## src/rtl/gol_stepper.sv

```systemverilog
// gol_stepper: in-place Game of Life generation engine for the row register file.
// Ports: ph2 clock; reset synchronous active-low; start requests one generation.
//        ra/rd combinational read port; regwrite/wa/wd write port.
//        busy during LOAD_TOP/LOAD_CUR/RUN; done for the single DONE cycle.
//        stable means the last generation changed no row; gen_count counts generations mod 2^16.
// Build option GOL_TORUS_EN: rows and columns wrap around (torus); default has a dead border.
module gol_stepper #(
  parameter int WIDTH = 8,
  parameter int REGBITS = 3
) (
  input  logic               ph2,
  input  logic               reset,
  input  logic               start,
  output logic [REGBITS-1:0] ra,
  input  logic [WIDTH-1:0]   rd,
  output logic               regwrite,
  output logic [REGBITS-1:0] wa,
  output logic [WIDTH-1:0]   wd,
  output logic               busy,
  output logic               done,
  output logic               stable,
  output logic [15:0]        gen_count
);
  typedef enum logic [2:0] {IDLE, LOAD_TOP, LOAD_CUR, RUN, DONE} state_t;
  state_t state, state_n;
  logic [WIDTH-1:0] prev, cur, nxt;
  logic [REGBITS-1:0] r;
  logic diff, last, run;
`ifdef GOL_TORUS_EN
  logic [WIDTH-1:0] row0_save;
`endif

  // Each row is widened by one column on each side so every cell sees
  // columns c-1..c+1 at indices c..c+2; the pad is either dead or wrapped.
  function automatic logic [WIDTH-1:0] rule(input logic [WIDTH-1:0] p, c, n);
    logic [WIDTH+1:0] pe, ce, ne;
    logic [3:0] cnt;
    logic [WIDTH-1:0] res;
`ifdef GOL_TORUS_EN
    pe = {p[0], p, p[WIDTH-1]};
    ce = {c[0], c, c[WIDTH-1]};
    ne = {n[0], n, n[WIDTH-1]};
`else
    pe = {1'b0, p, 1'b0};
    ce = {1'b0, c, 1'b0};
    ne = {1'b0, n, 1'b0};
`endif
    res = '0;
    for (int i = 0; i < WIDTH; i++) begin
      cnt = 4'(pe[i]) + 4'(pe[i+1]) + 4'(pe[i+2]) + 4'(ce[i]) + 4'(ce[i+2])
          + 4'(ne[i]) + 4'(ne[i+1]) + 4'(ne[i+2]);
      res[i] = (cnt == 4'd3) | (c[i] & (cnt == 4'd2));
    end
    return res;
  endfunction

  assign last = &r;
  assign run = state == RUN;

  always_comb begin
    state_n = IDLE;
    state_n = state == IDLE     ? (start ? LOAD_TOP : IDLE) :
              state == LOAD_TOP ? LOAD_CUR :
              state == LOAD_CUR ? RUN :
              state == RUN      ? (last ? DONE : RUN) :
              state == DONE     ? (start ? LOAD_TOP : IDLE) : IDLE;
  end

  always_comb begin
    nxt = '0;
`ifdef GOL_TORUS_EN
    nxt = last ? row0_save : rd;
`else
    nxt = last ? '0 : rd;
`endif
    busy = state == LOAD_TOP || state == LOAD_CUR || run;
    done = state == DONE;
    regwrite = run;
    ra = state == LOAD_TOP ? '1 : run ? REGBITS'(r + 1'b1) : '0;
    wa = run ? r : '0;
    wd = run ? rule(prev, cur, nxt) : '0;
  end

  always_ff @(posedge ph2) begin
    if (!reset) begin
      state <= IDLE;
      prev <= '0;
      cur <= '0;
      r <= '0;
      diff <= 1'b0;
      stable <= 1'b0;
      gen_count <= '0;
`ifdef GOL_TORUS_EN
      row0_save <= '0;
`endif
    end else begin
      state <= state_n;
      if (state == LOAD_TOP) begin
`ifdef GOL_TORUS_EN
        prev <= rd;
`else
        prev <= '0;
`endif
        diff <= 1'b0;
      end
      if (state == LOAD_CUR) begin
        cur <= rd;
        r <= '0;
`ifdef GOL_TORUS_EN
        row0_save <= rd;
`endif
      end
      if (run) begin
        prev <= cur;
        cur <= nxt;
        diff <= diff | (wd != cur);
        if (!last) r <= REGBITS'(r + 1'b1);
      end
      if (state == DONE) begin
        gen_count <= gen_count + 16'd1;
        stable <= ~diff;
      end
    end
  end
endmodule

```

## config.mk

```make
export PLATFORM = sky130hd
export DESIGN_NAME = gol_stepper
export DESIGN_NICKNAME = d
export VERILOG_FILES = /design/src/rtl/gol_stepper.sv
export SDC_FILE = /design/constraint.sdc
export NUM_CORES = 1
export LEC_CHECK = 0
export CORE_AREA = 2 2 79 81
export DETAILED_ROUTE_END_ITERATION = 6
export DIE_AREA = 0 0 81 83
export PLACE_DENSITY = 0.83
export SLEW_MARGIN = 20
export SYNTH_ARGS = -nofsm -noshare
export SYNTH_HDL_FRONTEND = slang
export SYNTH_SLANG_ARGS = --single-unit
```

## constraint.sdc

```tcl
create_clock -name ph2 -period 7 [get_ports ph2]
set_clock_uncertainty 0.05 [all_clocks]
set_input_delay 1.4 -clock ph2 [delete_from_list [all_inputs] [get_ports ph2]]
set_output_delay 1.4 -clock ph2 [all_outputs]
set_load 0.02 [all_outputs]
```

== After elaboration in Yosys (flattened, before gate mapping) ==
Cells that the tools add are included.

* Output and inout port bits: 34
* Input bits: 11
* Word-level logic and storage cells: 124
* Bits in registers: 40

* Mux-type cells: 21
* Reduce and logical (&&, ||, !) cells: 6
* Equal/unequal tests: 21
* Add/sub/neg operators: 51
* Bitwise gates (word level): 18

{| class="wikitable"
|+ Operator list
! cell !! count
|-
| $add A4 B1 Y4 || 28
|-
| $eq A4 B2 Y1 const B || 16
|-
| $mux W8 || 6
|-
| $mux W3 || 11
|-
| $add A3 B1 Y4 || 7
|-
| $add A2 B1 Y3 || 7
|-
| $add A16 B1 Y16 const B || 1
|-
| $add A1 B1 Y2 || 7
|-
| $or A1 B1 Y1 || 9
|-
| $and A1 B1 Y1 || 8
|-
| $ne A8 B8 Y1 || 1
|-
| $eq A3 B2 Y1 const B || 2
|-
| $mux W1 || 4
|-
| $reduce_bool A2 Y1 || 2
|-
| $add A3 B1 Y3 const B || 1
|-
| $eq A3 B1 Y1 const B || 1
|-
| $eq A3 B3 Y1 const B || 1
|-
| $logic_not A3 Y1 || 1
|-
| $reduce_and A3 Y1 || 1
|-
| $logic_or A1 B1 Y1 || 2
|-
| $not A1 Y1 || 1
|}

== Depth between registers and ports, before layout ==
* Depth after elaboration: 14
* Gate-level depth with buffers: 14
* Depth with buffers taken out: 13

== Worst setup path before layout ==
OpenSTA, ideal clock, no wires.

* Kind: input-to-output
* Start point: input rd[0]
* End point: output wd[1]
* Buffers on the path: 0
* Stages: 7
* Slack: 1.335 ns
* Required time: 5.550 ns
* Data arrival time: 4.215 ns
* Path through: nor2b_1 fa_1 fa_1 fa_1 inv_1 fa_1 nor4_1

* Word-level cells in the longest chain between the ends: 8
* Elaborated cells between the ends (all ways): 9
* Those cells by class: add/sub: 3; eq/ne: 2; mux: 2; bitwise: 2

{| class="wikitable"
|+ Ends and longest elaborated chain
! what !! line !! source
|-
| start: declaration || 15 || <nowiki>input logic [WIDTH-1:0] rd,</nowiki>
|-
| $mux W8 * || 74 || <nowiki>nxt = last ? '0 : rd;</nowiki>
|-
| $add A4 B1 Y4 * (3 in a row) || 51 || <nowiki>+ 4'(ne[i]) + 4'(ne[i+1]) + 4'(ne[i+2]);</nowiki>
|-
| $eq A4 B2 Y1 || 52 || <nowiki>res[i] = (cnt == 4'd3) | (c[i] & (cnt == 4'd2));</nowiki>
|-
| $and A1 B1 Y1 || 52 ||
|-
| $or A1 B1 Y1 * || 52 ||
|-
| $mux W8 * || 81 || <nowiki>wd = run ? rule(prev, cur, nxt) : '0;</nowiki>
|-
| end: declaration || 18 || <nowiki>output logic [WIDTH-1:0] wd,</nowiki>
|}

Every way passes the cells marked *; elsewhere a longest branch is shown, timed or not.

== Final worst setup path ==
Ends and elaborated chain as after synthesis.

==> metrics.txt <==
Die X 81 µm; Power Dens Cells 181.9 mW/mm²; Hold Path Class reg -> reg; compound-cell area share of the yosys netlist 12.97%; IO buf count 44; top sig layer met4; Peak VDD IR 132.9 µV; nets 455; cell taking the most area after synthesis dfxtp_1; final hold viol count 0; Post-synth EDFFs 0; switching power total 0.1989 mW; crit path DAT 5.16 ns; layout cells sized above 1 2.792%; FFs w/ async S/R, synth 0%; final instance count without filler cells 469; # setup viols final 0; post-CTS resize count 0; FF+latch count, synth 40; vias 2,682; Ports 45; worst r2r dst diff$_SDFFE_PN0P_; initial detailed-routing violation count 192; largest net degree at the start of global routing 34; vias in the first global route 2,736; Yosys warning total 0; crit end category output pin; CTS Hold Buffers Added 0; Multi-input gate area 0.002054 mm²; Core Region 0.005816 mm²; post-synth cell types 44; Register Area 800.8 µm²; XOR/XNOR Fraction of Synth Area 3.689%; placed insts 461; Critical Path RT 5.55 ns; Pint 0.4787 mW; number of H-tree levels 2; Layout fillers 536; Syn Nets 417; post-synthesis sequential area ratio 25.94%; TritonCTS Buffers 5; Synth top cells by count inv_1, nor2_1, dfxtp_1; n_diodes 0; first-pass iteration count of the detailed router 5; Rows 28; Die Y 83 µm; top_reg_cell synth dfxtp_1; clock sink count 40; first-pass GRT wire length 12,610 µm; Root Buffer clkbuf_8; Slew @ Worst Pin 1.066 ns; PnR Total Power 0.6775 mW; Overflow after GRT 0; Net Sw Frac 29.35%; reg2reg start r[0]$_SDFF_PN0_; DRC violations left 0; Final Cycle Share 94.50%; combinational share of power 24.0%; clock buffer depth 2; Worst Setup SP rd[0]; top post-synthesis cells by area dfxtp_1, fa_1, ha_1; RSZ-0062 raised after global routing false; Synth Area in Adders 27.48%; worst rel slew slack 28.86%; Synth Area in Simple Gates 22.09%; Worst Hold Depth 2; CTS clk-pin slew, worst paths 0.09 ns; MaxCap Viol Count 0; worst hold margin 0.4497 ns; wire per inst 15.94 µm; kind of critical path in -> out; Worst Hold Launch gen_count[13]$_SDFFE_PN0P_; Worst Setup Start Kind primary input; Routability Congestion 0.9350; initial antenna violation count 0; met3 routed WL 355 µm; Post-Synthesis Cells 355; drt total wl 7478 µm; DIE AREA 0.006723 mm²; routed length on met1 3155 µm; Mapped Area 0.003087 mm²; top-count cell post-synth inv_1; Mapped Avg Cell Area 8.695 µm²; Reg2Reg Depth 13; share of the synthesized area in the top cell type 25.94%; status finished, final reports clean; Antenna Nets Post-Route 0; fin crit period 6.615 ns; largest family of logic cells by synthesized area adder cells; Fmax 151.2 MHz; Post-DP HPWL 5636 µm; sequential share of power 36.3%; count of pins over their slew limit 0; R2R setup slack 2.56 ns; multiplexer area fraction after synthesis 0.3243%; setup bufs post-CTS 0; Hold Path End gen_count[13]$_SDFFE_PN0P_; TNS Setup 0 ns; Area Overhead vs Synth 20.67%; CTS tree yes; clock latency on the worst-skew pair 0.31 ns; GRT Total Usage 24.02%; leakage power 1.570 nW; Clock Power Share 39.7%; Routed met2 length 3741 µm; initial core utilization 53.08%; Via density 5.719; Crit Path Max Fanout 3
[metal layers]
layer,vias to the layer above,track usage (%)
li1,1275,-
met1,1298,30.49
met2,89,39.89
met3,20,3.261
met4,0,11.09
met5,-,0
[stage by stage]
stage	setup WS, ns	area (µm²)	util (%)
after floorplan	1.335	3087	-
after global placement	0.5421	3566	61.32
after detailed placement	0.4282	3566	61.32
after CTS	0.4033	3725	64.05
after global routing	0.2001	3725	64.05
final	0.3852	3725	64.05
[layout by cell type (no fill, tap or decap), types with 2 or more instances in the layout]
master,n
nand4_1,8
dfxtp_1,40
a31oi_1,3
nor2_1,41
nor3_1,6
or3_1,2
fa_1,28
inv_1,47
a211oi_1,2
and4_1,3
nand2b_1,13
o211ai_1,3
bufinv_16,3
o22ai_1,2
nand2_1,27
xnor2_1,2
nor4_1,3
o21ai_0,6
clkbuf_8,5
and2_1,6
nand4b_1,2
a22oi_1,17
and3_1,5
clkdlybuf4s50_1,44
o211a_1,2
nand3_1,2
nand4bb_1,2
ha_1,23
nor2b_1,3
a21oi_1,21
xor2_1,11
[power by group through the flow]
stage / Sequential (mW) / Clock (mW) / Combinational [mW]
floorplan: 0.245 / 0 / 0.116
global placement: 0.251 / 0 / 0.151
detailed placement: 0.251 / 0 / 0.159
CTS: 0.246 / 0.269 / 0.162
global route: 0.247 / 0.277 / 0.183
finish: 0.246 / 0.269 / 0.162
[worst max path at each step]
stage	slack (ns)	depth (start not counted)	end
2_1_floorplan	1.34	7	wd[1]
3_3_place_gp	0.54	9	wd[1]
3_5_place_dp	0.43	9	wd[1]
4_1_cts	0.40	9	wd[1]
5_1_grt	0.20	9	wd[1]
6_report	0.39	9	wd[1]
[final cells by class]
cell class                 instances  area share, %
clock inverter                     3          2.419
multi-input combinational        255          55.16
tap                               75          2.519
sequential                        40          21.50
clock buffer                       5          1.847
timing repair buffer              44          11.82
inverter                          47          4.736
[cell families (layout without fill, tap and decap cells)]
kind of cell    Yosys count  count (layout)
compound gates           61              61
xor+xnor                 13              13
fa+ha+maj                51              51
buf+inv                  60              99
flops                    40              40
mux                       1               1
simple gates            129             129
[worst max-delay path, cell delays in order]
cell and delay (ns):
clkdlybuf4s50_1 0.47, nor2b_1 0.23, fa_1 0.49, fa_1 0.53, fa_1 0.42, inv_1 0.08, fa_1 0.44, nor4_1 0.41
clkdlybuf4s50_1 0.69
[flip-flops by register name, indices dropped and copies added, names as in the netlist]
register,count
stable,1
r,3
gen_count,16
cur,8
state,3
diff,1
prev,8
Note: power is estimated with default switching activity, not from simulation.
